===== src/rtl/rv_defines_pkg.sv =====
// Shared RV32 core definitions: M-extension op encoding, muldiv FSM states,
// request bundle and the result finishing helper.
package rv_defines;

  typedef enum logic [2:0] {
    MD_MUL    = 3'd0,
    MD_MULH   = 3'd1,
    MD_MULHSU = 3'd2,
    MD_MULHU  = 3'd3,
    MD_DIV    = 3'd4,
    MD_DIVU   = 3'd5,
    MD_REM    = 3'd6,
    MD_REMU   = 3'd7
  } md_op_e;

  typedef enum logic [1:0] {
    MD_IDLE = 2'd0,
    MD_CALC = 2'd1,
    MD_DONE = 2'd2
  } md_state_e;

  typedef struct packed {
    md_op_e     op;
    logic       div;
    logic       neg;
    logic [4:0] rd;
  } md_req_t;

  localparam logic [4:0] MD_LAST_CNT = 5'd31;

  // Apply the latched result sign and pick the requested word.
  // Multiply: acc = 64-bit product. Divide: acc = {rem, quo}.
  function automatic logic [31:0] md_finish(
    input md_op_e      op,
    input logic        neg,
    input logic [63:0] acc
  );
    logic [63:0] p;
    logic [31:0] q;
    logic [31:0] r;
    logic [31:0] res;
    p = neg ? -acc : acc;
    q = neg ? -acc[31:0] : acc[31:0];
    r = neg ? -acc[63:32] : acc[63:32];
    unique case (op)
      MD_MUL:                       res = p[31:0];
      MD_MULH, MD_MULHSU, MD_MULHU: res = p[63:32];
      MD_DIV, MD_DIVU:              res = q;
      default:                      res = r;
    endcase
    return res;
  endfunction

endpackage


===== src/rtl/rv_muldiv_step.sv =====
// One radix-2 iteration: shift-add multiply or restoring divide step.
// Ports: div selects divide, acc is the 64-bit working value, opb the operand.
import rv_defines::*;

module rv_muldiv_step (
  input  logic        div,
  input  logic [63:0] acc,
  input  logic [31:0] opb,
  output logic [63:0] acc_nxt
);

  logic [32:0] sum;
  logic [32:0] diff;

  // Multiply: acc = {partial, multiplier}; add on lsb then shift right.
  assign sum = {1'b0, acc[63:32]}
             + (acc[0] ? {1'b0, opb} : 33'd0);

  // Divide: acc = {rem, quo}; shift left, trial subtract at 33 bits.
  assign diff = acc[63:31] - {1'b0, opb};

  always_comb begin
    acc_nxt = '0;
    if (!div) begin
      acc_nxt = {sum, acc[31:1]};
    end else if (!diff[32]) begin
      acc_nxt = {diff[31:0], acc[30:0], 1'b1};
    end else begin
      acc_nxt = {acc[62:0], 1'b0};
    end
  end

endmodule


===== src/rtl/rv_muldiv.sv =====
// RV32M multiply/divide unit for the alu2 stage, 32-cycle iterative.
// Ports: i_start/i_op/i_op1/i_op2/i_rd in; o_ready, o_valid, o_result, o_rd out.
import rv_defines::*;

module rv_muldiv (
  input  logic        i_clk,
  input  logic        i_reset_n,
  input  logic        i_flush,
  input  logic        i_start,
  input  logic [2:0]  i_op,
  input  logic [31:0] i_op1,
  input  logic [31:0] i_op2,
  input  logic [4:0]  i_rd,
  output logic        o_ready,
  output logic        o_valid,
  output logic [31:0] o_result,
  output logic [4:0]  o_rd
);

  md_state_e   state_q;
  md_state_e   state_d;
  logic [4:0]  cnt_q;
  logic [4:0]  cnt_d;
  logic [63:0] acc_q;
  logic [63:0] acc_d;
  logic [63:0] acc_step;
  logic [31:0] opb_q;
  logic [31:0] opb_d;
  md_req_t     req_q;
  md_req_t     req_d;
  logic [31:0] res_q;
  logic [31:0] res_d;

  md_op_e      op_in;
  logic        s1;
  logic        s2;
  logic [31:0] m1;
  logic [31:0] m2;
  logic        is_div;
  logic        neg_in;
  logic        div0;
  logic        ovf;
  logic [31:0] fast_res;
  logic        accept;
  logic        calc_run;
  logic        done_end;

  assign op_in  = md_op_e'(i_op);
  assign is_div = i_op[2];

  assign s1 = i_op1[31] & (op_in == MD_MULH
                        || op_in == MD_MULHSU
                        || op_in == MD_DIV
                        || op_in == MD_REM);
  assign s2 = i_op2[31] & (op_in == MD_MULH
                        || op_in == MD_DIV
                        || op_in == MD_REM);

  assign m1 = s1 ? -i_op1 : i_op1;
  assign m2 = s2 ? -i_op2 : i_op2;

  // Remainder takes the dividend sign only.
  assign neg_in = (op_in == MD_REM) ? s1 : (s1 ^ s2);

  assign div0 = is_div & (i_op2 == 32'd0);
  assign ovf  = (op_in == MD_DIV || op_in == MD_REM)
              & (i_op1 == 32'h8000_0000)
              & (i_op2 == 32'hFFFF_FFFF);

  // i_op[1] separates REM/REMU from DIV/DIVU.
  always_comb begin
    fast_res = '0;
    if (div0) begin
      fast_res = i_op[1] ? i_op1 : 32'hFFFF_FFFF;
    end else begin
      fast_res = i_op[1] ? 32'd0 : 32'h8000_0000;
    end
  end

  assign o_ready  = (state_q != MD_CALC);
  assign accept   = i_start & o_ready & ~i_flush;
  assign calc_run = ~i_flush & (state_q == MD_CALC);
  assign done_end = ~i_flush & ~accept
                  & (state_q == MD_DONE);

  assign o_valid  = (state_q == MD_DONE) & ~i_flush;
  assign o_result = res_q;
  assign o_rd     = req_q.rd;

  rv_muldiv_step u_step (
    .div     (req_q.div),
    .acc     (acc_q),
    .opb     (opb_q),
    .acc_nxt (acc_step)
  );

  always_comb begin
    state_d = state_q;
    cnt_d   = cnt_q;
    acc_d   = acc_q;
    opb_d   = opb_q;
    req_d   = req_q;
    res_d   = res_q;
    unique case (1'b1)
      i_flush: begin
        state_d = MD_IDLE;
        cnt_d   = 5'd0;
      end
      accept: begin
        req_d.op  = op_in;
        req_d.div = is_div;
        req_d.neg = neg_in;
        req_d.rd  = i_rd;
        opb_d     = m2;
        acc_d     = {32'd0, m1};
        if (div0 || ovf) begin
          state_d = MD_DONE;
          cnt_d   = 5'd0;
          res_d   = fast_res;
        end else begin
          state_d = MD_CALC;
          cnt_d   = MD_LAST_CNT;
        end
      end
      calc_run: begin
        acc_d = acc_step;
        if (cnt_q == 5'd0) begin
          state_d = MD_DONE;
          res_d   = md_finish(req_q.op,
                              req_q.neg,
                              acc_step);
        end else begin
          cnt_d = cnt_q - 5'd1;
        end
      end
      done_end: begin
        state_d = MD_IDLE;
      end
      default: ;
    endcase
  end

  always_ff @(posedge i_clk or negedge i_reset_n) begin
    if (!i_reset_n) begin
      state_q <= MD_IDLE;
      cnt_q   <= '0;
      acc_q   <= '0;
      opb_q   <= '0;
      req_q   <= '0;
      res_q   <= '0;
    end else begin
      state_q <= state_d;
      cnt_q   <= cnt_d;
      acc_q   <= acc_d;
      opb_q   <= opb_d;
      req_q   <= req_d;
      res_q   <= res_d;
    end
  end

endmodule


===== config.mk =====
export PLATFORM = sky130hd
export DESIGN_NAME = rv_muldiv
export DESIGN_NICKNAME = d
export VERILOG_FILES = /design/src/rtl/rv_defines_pkg.sv /design/src/rtl/rv_muldiv_step.sv /design/src/rtl/rv_muldiv.sv
export SDC_FILE = /design/constraint.sdc
export NUM_CORES = 1
export LEC_CHECK = 0
export BUFFER_PORTS_ARGS = -buffer_cell sky130_fd_sc_hd__buf_2
export CAP_MARGIN = 30
export CELL_PAD_IN_SITES_DETAIL_PLACEMENT = 0
export CELL_PAD_IN_SITES_GLOBAL_PLACEMENT = 1
export CORE_MARGIN = 4
export CORE_UTILIZATION = 46
export CTS_CLUSTER_DIAMETER = 100
export DETAILED_ROUTE_END_ITERATION = 16
export GPL_TIMING_DRIVEN = 0
export PLACE_DENSITY = 0.8
export SYNTH_ARGS = -nofsm -noshare
export SYNTH_HDL_FRONTEND = slang
export SYNTH_SLANG_ARGS = --single-unit

===== constraint.sdc =====
create_clock -name i_clk -period 7.05 [get_ports i_clk]
set_input_delay 1.41 -clock i_clk [delete_from_list [all_inputs] [get_ports i_clk]]
set_output_delay 1.41 -clock i_clk [all_outputs]
set_load 0.02 [all_outputs]

=== Word-level counts from Yosys, hierarchy flattened ===
Index checks and enable logic that the tools add are counted.

* Add/sub/neg operators: 8
* Equal/unequal tests: 17
* Muxes and demuxes: 23
* Bitwise operators: 14
* Reductions and logical operators: 19

{| class="wikitable"
|+ Operators by type and width
! operator !! number
|-
| $mux 32 || 10
|-
| $mux 64 || 3
|-
| $neg 32->32 || 4
|-
| $pmux 64 s2 || 1
|-
| $pmux 32 s3 || 1
|-
| $eq 32x32->1 const B || 2
|-
| $neg 64->64 || 1
|-
| $pmux 32 s2 || 1
|-
| $add 32x33->33 || 1
|-
| $sub 33x32->33 || 1
|-
| $logic_not 32->1 || 1
|-
| $pmux 5 s3 || 1
|-
| $eq 3x3->1 const B || 4
|-
| $and 1x1->1 || 11
|-
| $mux 5 || 2
|-
| $eq 3x2->1 const B || 3
|-
| $logic_or 1x1->1 || 7
|-
| $eq 3x1->1 const B || 2
|-
| $ne 2x1->1 const B || 3
|-
| $pmux 2 s3 || 1
|-
| $reduce_bool 3->1 || 2
|-
| $logic_not 5->1 || 1
|-
| $sub 5x1->5 const B || 1
|-
| $mux 2 || 2
|-
| 12 further kinds || 15
|}

* Register bits: 145
* Input port bits: 76
* Output and inout port bits: 39
* Word-level logic and storage cells: 90

=== Logic depth before layout (Yosys ltp) ===
Gate-level depths: netlist of the first run.

* Word-level depth: 9
* Depth in mapped cells: 29

=== Cells and area by module ===
Synthesis of the first run repeated with hierarchy kept, for this count alone.

* Cell total of the unflattened synthesis: 1,918
* Area total of the unflattened synthesis: 14,873.0 sq um

{| class="wikitable"
|+ Modules (own cells, without submodules)
! module !! instances !! cells an instance !! area an instance (sq um)
|-
| rv_muldiv || 1 || 1,255 || 10,282.4
|-
| rv_muldiv_step || 1 || 663 || 4,590.7
|}

=== Worst setup path before layout of the first run ===
Ideal clock, no wire load.

* Path kind: register -> register
* Start point: register acc_q[31]
* End point: register res_q[22] (netlist: o_result[22])
* Setup time: 0.141 ns
* Arrival: 5.675 ns
* Data required time: 6.909 ns
* Path slack: 1.234 ns
* Stages on the path, launching flop included: 30
* Path buffers: 2
* Clock period less this slack: 5.816 ns
* Cell sequence: dfrtp_1 inv_1 ha_1 inv_1 fa_1 a211oi_1 nor3b_2 nor2_2 o31ai_4 a21oi_4 xnor2_4 buf_6 buf_2 nand2_1 a21boi_0 ha_1 nor3b_1 o221ai_1 nor2_1 nand3_1 or2_2 or3_1 nor2_1 o21a_1 nand3_1 o41ai_1 xnor2_1 a21oi_1 o21ai_0 o311ai_1

* Word-level cells in the longest chain between the ends: 8

{| class="wikitable"
|+ Ends and longest elaborated chain
! item !! line !! text
|-
| start: declaration || rv_muldiv.sv:24 || <nowiki>logic [63:0] acc_q;</nowiki>
|-
| start signal: assignment || rv_muldiv.sv:147 || <nowiki>acc_q <= '0;</nowiki>
|-
| start signal: assignment || rv_muldiv.sv:154 || <nowiki>acc_q <= acc_d;</nowiki>
|-
| $sub 33x32->33 || rv_muldiv_step.sv:20 || <nowiki>assign diff = acc[63:31] - {1'b0, opb};</nowiki>
|-
| $mux 64 || rv_muldiv_step.sv:26 || <nowiki>end else if (!diff[32]) begin</nowiki>
|-
| $mux 64 * || rv_muldiv_step.sv:24 || <nowiki>if (!div) begin</nowiki>
|-
| $neg 64->64, or another cell as far along || rv_defines_pkg.sv:42 || <nowiki>p = neg ? -acc : acc;</nowiki>
|-
| $mux 64, or another cell as far along || rv_defines_pkg.sv:42 ||
|-
| $pmux 32 s3 * || rv_defines_pkg.sv:45 || <nowiki>unique case (op)</nowiki>
|-
| $mux 32 * || rv_muldiv.sv:127 || <nowiki>if (cnt_q == 5'd0) begin</nowiki>
|-
| $pmux 32 s2 * || rv_muldiv.sv:104 || <nowiki>unique case (1'b1)</nowiki>
|-
| end signal: assignment || rv_muldiv.sv:157 || <nowiki>res_q <= res_d;</nowiki>
|-
| end: declaration || rv_muldiv.sv:31 || <nowiki>logic [31:0] res_q;</nowiki>
|}

Every way passes the cells marked *; elsewhere a longest branch is shown, timed or not. The select of a mux whose other input is x is not followed.
A chain may end at the register's enable or synchronous reset.

=== Final worst setup path of the first run ===
* Start point: register acc_q[31]
* End point: register res_q[28] (netlist: o_result[28])

Same word-level chain as after synthesis.

==> flow_summary.json, run 1 <==
{
  "die_h_um": 193,
  "postSynthCellCount": 2141,
  "power.density_nw_per_um2": 517,
  "setup_viol": 0,
  "hpwl_mm": 56.9,
  "area_growth_pct": 11.7,
  "final_nets": 2429,
  "drtIter0Drc": 2344,
  "crit_path_start_kind": "register",
  "via_per_inst": 6.50,
  "routedWlPerCell_um": 25.6,
  "startpoint": "acc_q[31]$_DFFE_PN0P_",
  "io_buffers": 113,
  "drtPass1Iterations": 5,
  "leakage_uw": 0.00742,
  "htreeDepth": 4,
  "fin_crit_sh_pct": 97.4,
  "hold_buffers": 0,
  "grt-ovfl-total": 0,
  "grt_max_degree": 96,
  "crit_arrival_ns": 7.20,
  "placed_cells": 2707,
  "hold_viol": 0,
  "clock_skew_ns": 0.0144,
  "cts_max_path_buffers": 2,
  "ys_types": 91,
  "final_cells": 2743,
  "async_flop_share_pct": 100,
  "grt_pass1_wl_mm": 103,
  "finalPower_uw": 9090,
  "cp-end-kind": "register",
  "min_path_cells": 2,
  "drc": 0,
  "rows": 67,
  "antenna_found_initial": 1,
  "core-area_um2": 33600,
  "critPathKind": "register to register",
  "r2r-end": "o_result[28]$_DFFE_PN0P_",
  "slew_headroom_pct": 32.2,
  "track_usage_pct": 36.9,
  "via_count": 17800,
  "cts_root_buffer": "clkbuf_16",
  "synth_most_common_cell": "nand2_1",
  "r2r_start": "acc_q[31]$_DFFE_PN0P_",
  "yosys_warnings": 0,
  "ys_seq_elements": 144,
  "clock_latency_ns": 0.45,
  "gp_congestion": 1.03,
  "cts_tree": "built",
  "path_clk_slew_ns": 0.06,
  "synth_seq_area_share_pct": 22.9,
  "r2r_slack_ns": 0.18,
  "clock-sinks": 144,
  "finalCriticalPeriod_ns": 6.87,
  "synth_area_um2": 15700,
  "yosys.area.top_type_share_pct": 22.9,
  "finalMaxSlewViolations": 0,
  "dieWidth_um": 193,
  "max_slew.worst_pin.slew_ns": 1.02,
  "avgSynthCellArea_um2": 7.35,
  "status": "finished clean",
  "max_cap_viol_count": 0,
  "synth_edf_count": 0,
  "synthFlopType": "dfrtp_1",
  "synth.area.top_cells": "dfrtp_1 (23%), nand2_1 (6.6%), o21ai_0 (6.3%)",
  "ir_drop_v": 0.000285,
  "endpoint": "o_result[28]$_DFFE_PN0P_",
  "required_ns": 7.38,
  "synthesis.nets": 2290,
  "timing.fmax_mhz": 146,
  "die_area_um2": 37200,
  "antenna_left": 0,
  "io_pins": 115,
  "rsz0062_at_grt": "true",
  "holdCritPathClass": "register to register",
  "grt_pass1_vias": 16400,
  "reg2reg_depth": 27,
  "synth_common_cells": "nand2_1 (278), o21ai_0 (199), a21oi_1 (172)",
  "totalWireLength_mm": 70.2,
  "yosysTopAreaCell": "dfrtp_1",
  "drive_gt1_share_pct": 10.4,
  "critPathMaxFanout": 10,
  "cts_buffers": 17,
  "start_util_pct": 46.8
}
## layout by cell type (no fill, tap or decap), types with 50 or more instances in the layout
cell type and count:
dfrtp_1 144, ha_1 71, nor2_1 163, nand2_1 277
a21oi_1 172, o21ai_0 198, inv_1 71, and2_1 50
nor3_1 72, buf_2 130, xor2_1 79, nand3_1 70
xnor2_1 88, mux2i_1 58, clkbuf_1 101
## worst max-delay path, cell delays in order (launching register included)
cell and delay, ns:
dfrtp_1 0.43, inv_1 0.11, ha_1 0.18, inv_1 0.06, fa_1 0.46, a211oi_4 0.33
nor3b_2 0.13, nor2_2 0.20, o31ai_4 0.14, a21oi_4 0.25, xnor2_4 0.19, buf_6 0.22
buf_2 0.23, nand2_2 0.18, a21boi_2 0.26, ha_1 0.23, nor3b_1 0.25, o221ai_1 0.22
nor2_1 0.18, nand3_2 0.18, or2_2 0.44, or4_1 0.45, o41a_1 0.59, a21oi_1 0.30
o211ai_1 0.13, o21ai_0 0.13, a31o_2 0.20, o21ai_1 0.06
## sequential cells by signal, summed over array words and instances, names as in the netlist
| name | cells |
|---|---|
| cnt_q | 5 |
| o_rd | 5 |
| opb_q | 32 |
| req_q | 4 |
| o_result | 32 |
| state_q | 2 |
| acc_q | 64 |
## logic make-up (layout without fill, tap and decap cells)
kind of cell    count (synthesis)  count (layout)  synth area share [%]
xor+xnor                      169             169                  9.65
fa+ha+maj                      73              73                  5.90
flops                         144             144                  22.9
buf+inv                       204             356                  5.21
compound gates                674             674                  27.4
simple gates                  810             810                  24.6
other cells                     0               2                     0
mux                            67              67                  4.33
## per-layer routing
metal	part of all wire, %	vias up	global-route usage, %
met1	44	8700	53.5
met2	42	920	53.4
met3	11	117	10.8
met5	0	-	0
li1	-	8098	-
met4	2.8	0	10.5
## metrics by stage
stage	TNS [ns]	hold WS, ns	setup WS, ns	utilization, %	area [µm²]
2_1_floorplan	0	0.447	1.23	-	15700
3_3_place_gp	-2.67	0.463	-0.732	50.2	16900
3_5_place_dp	-2.04	0.468	-0.644	50.3	16900
4_1_cts	0	0.486	0.0452	52.2	17500
5_1_grt	-0.0383	0.515	-0.0383	52.3	17600
6_report	0	0.481	0.181	52.3	17600
## layout make-up
type,instances,area (µm²)
buffer,131,553
clock inverter,10,100
fill,3433,16000
timing repair buffer,120,634
inverter,73,274
clock buffer,22,474
sequential,144,3600
multi-input combinational,1793,11400
antenna,2,5.00
tap,448,561
## power breakdown
group / switching [µW] / total, µW / leakage (µW) / internal, µW
combinational: 4420 / 6590 / 0.00528 / 2170
sequential: 449 / 1590 / 0.00185 / 1140
clock: 396 / 914 / 0.000282 / 518
## worst min path at each step
stage | end | slack [ns] | startpoint
3_3_place_gp | o_rd[3]$_DFFE_PN0P_ | 0.46 | o_rd[3]$_DFFE_PN0P_
4_1_cts | o_rd[2]$_DFFE_PN0P_ | 0.49 | o_rd[2]$_DFFE_PN0P_
3_5_place_dp | o_rd[2]$_DFFE_PN0P_ | 0.47 | o_rd[2]$_DFFE_PN0P_
6_report | o_rd[2]$_DFFE_PN0P_ | 0.48 | o_rd[2]$_DFFE_PN0P_
2_1_floorplan | o_rd[0]$_DFFE_PN0P_ | 0.45 | o_rd[0]$_DFFE_PN0P_
5_1_grt | o_result[18]$_DFFE_PN0P_ | 0.52 | o_result[18]$_DFFE_PN0P_
## what timing repair did
action	in CTS	in global routing
resized for setup	7	9
buffers inserted	1	0
pin swaps	1	0
endpoints found under the setup margin	10	8
endpoints found under the hold margin	0	0
Note: power is estimated with default switching activity, not from simulation.
==> run 2: changes to the inputs <==
Settings changed: CORE_ASPECT_RATIO set to 0.5, PLACE_DENSITY 0.8 to unset, PLACE_DENSITY_LB_ADDON set to 0.1.
==> run 2 against run 1 <==
Net effect:
- core utilization is 0.35 points higher
- total power is 0.73% higher
- wire length is 0.50% lower
- cell count is 0.15% lower
- final area hardly changed
- first-iteration DRC count is 0.77% lower
- critical path type unchanged
==> flow_summary.json, run 2 (synthesis results as in run 1) <==
{
  "critPathMaxFanout": 10,
  "start_util_pct": 47.1,
  "gp_congestion": 1.03,
  "fin_crit_sh_pct": 96.0,
  "antenna_found_initial": 3,
  "via_count": 17700,
  "crit_path_start_kind": "register",
  "rows": 47,
  "wl_met1_mm": 32.4,
  "routedWlPerCell_um": 25.5,
  "drtPass1Iterations": 6,
  "via_per_inst": 6.46,
  "setup_viol": 0,
  "critPathKind": "register to register",
  "required_ns": 7.38,
  "finalMaxSlewViolations": 0,
  "ir_drop_v": 0.000217,
  "slowest_stage": "dfrtp_1",
  "hold_buffers": 0,
  "cts_tree": "built",
  "max_slew.worst_pin.slew_ns": 1.04,
  "die_h_um": 139,
  "grt_pass1_wl_mm": 104,
  "rsz0062_at_grt": "false",
  "leakage_uw": 0.00740,
  "area_growth_pct": 11.8,
  "antenna_left": 0,
  "grt_max_degree": 92,
  "largest_reg_flops": 64,
  "drc": 0,
  "totalWireLength_mm": 69.8,
  "path_clk_slew_ns": 0.07,
  "timing.fmax_mhz": 148,
  "utilization_pct": 52.6,
  "drtIter0Drc": 2326,
  "top_layer": "met5",
  "io_buffers": 113,
  "final_cell_mix": "nand2_1 (277), o21ai_0 (198), a21oi_1 (172)",
  "max_cap_viol_count": 0,
  "clock-sinks": 144,
  "clock_skew_ns": 0.0284,
  "crit_path_max_incr_delay_ns": 0.47,
  "finalPower_uw": 9160,
  "cts_max_path_buffers": 2,
  "core-area_um2": 33400,
  "status": "finished clean",
  "io_pins": 115,
  "cts_buffers": 17,
  "hpwl_mm": 55.7,
  "drive_gt1_share_pct": 10.5,
  "dieWidth_um": 270,
  "crit_arrival_ns": 7.10,
  "slew_headroom_pct": 30.6,
  "finalCriticalPeriod_ns": 6.77,
  "route.met2.wl_mm": 27.6,
  "grt_pass1_vias": 16000,
  "cts_root_buffer": "clkbuf_16",
  "wl_met3_mm": 7.66,
  "hold_viol": 0,
  "htreeDepth": 4,
  "final_nets": 2432,
  "max_flop_register": "acc_q",
  "mostFrequentLayoutCell": "nand2_1",
  "clock_latency_ns": 0.48,
  "r2r_slack_ns": 0.28,
  "power.density_nw_per_um2": 521,
  "die_area_um2": 37400,
  "cp-end-kind": "register",
  "grt-ovfl-total": 0,
  "track_usage_pct": 36.2,
  "holdCritPathClass": "register to register"
}
==> run 2: cell count changes in the layout (fill, tap and decap cells not counted), sizes merged <==
cell           before  now
clkdlybuf4s15       1    0
clkinvlp            1    4
diode               2    3
clkinv              5    2
inv                76   80
buf               148  152
clkbuf            124  119
==> run 2: repair_timing <==
item                                    CTS  global route
buffers inserted                          1             0
endpoints found under the hold margin     0             0
pin swaps                                 1             0
gates resized for setup                   5             7
endpoints found under the setup margin   11             9
==> run 2: worst max-delay path, delay by kind of cell (launching register included) <==
family,cells,cell delay [ns]
AO/OA/AOI/OAI,10,2.14
XOR/XNOR,2,0.39
adder cells (fa/ha/maj),3,0.85
buffers and inverters,4,0.61
flip-flops,1,0.47
AND/OR/NAND/NOR,10,2.13
==> run 2: cell type report <==
cell class | count | area [µm²]
clock buffers | 17 | 425
clock inverters | 14 | 146
diodes | 3 | 7.51
flip-flops and latches | 144 | 3600
multi-input cells | 1793 | 11400
fillers | 3431 | 15800
inverters | 73 | 274
well taps | 441 | 552
plain buffers | 131 | 546
repair buffers | 123 | 664
==> run 2: metal layers <==
layer / up-vias / track usage (%)
met4: 2 / 11.2
met5: - / 0
met3: 130 / 9.04
li1: 8102 / -
met1: 8514 / 54.6
met2: 941 / 50.3
==> run 2: report_power, final <==
part	switching (µW)	internal, µW	total [µW]
combinational	4470	2180	6650
clock	441	496	937
sequential	432	1140	1570
==> run 2: worst paths after layout <==
kind | cells after the start | startpoint | to
setup / recovery | 29 | acc_q[31]$_DFFE_PN0P_ | o_result[22]$_DFFE_PN0P_
hold / removal | 2 | o_rd[2]$_DFFE_PN0P_ | o_rd[2]$_DFFE_PN0P_
setup reg to reg | 29 | acc_q[31]$_DFFE_PN0P_ | o_result[22]$_DFFE_PN0P_
hold reg to reg | 2 | o_rd[2]$_DFFE_PN0P_ | o_rd[2]$_DFFE_PN0P_
max in group asynchronous | 2 | i_reset_n | acc_q[54]$_DFFE_PN0P_
min in group asynchronous | 1 | i_reset_n | cnt_q[3]$_DFFE_PN0P_
==> run 2: through the flow <==
stage	hold WS [ns]	TNS [ns]	cell area [µm²]	setup slack [ns]	instances
final	0.482	0	17600	0.283	2739
after global placement	0.460	-1.73	16900	-0.702	2695
after floorplan	0.447	0	15700	1.23	2141
after global routing	0.496	0	17600	0.0710	2736
after detailed placement	0.464	-1.44	16900	-0.656	2703
after CTS	0.482	0	17500	0.0504	2735
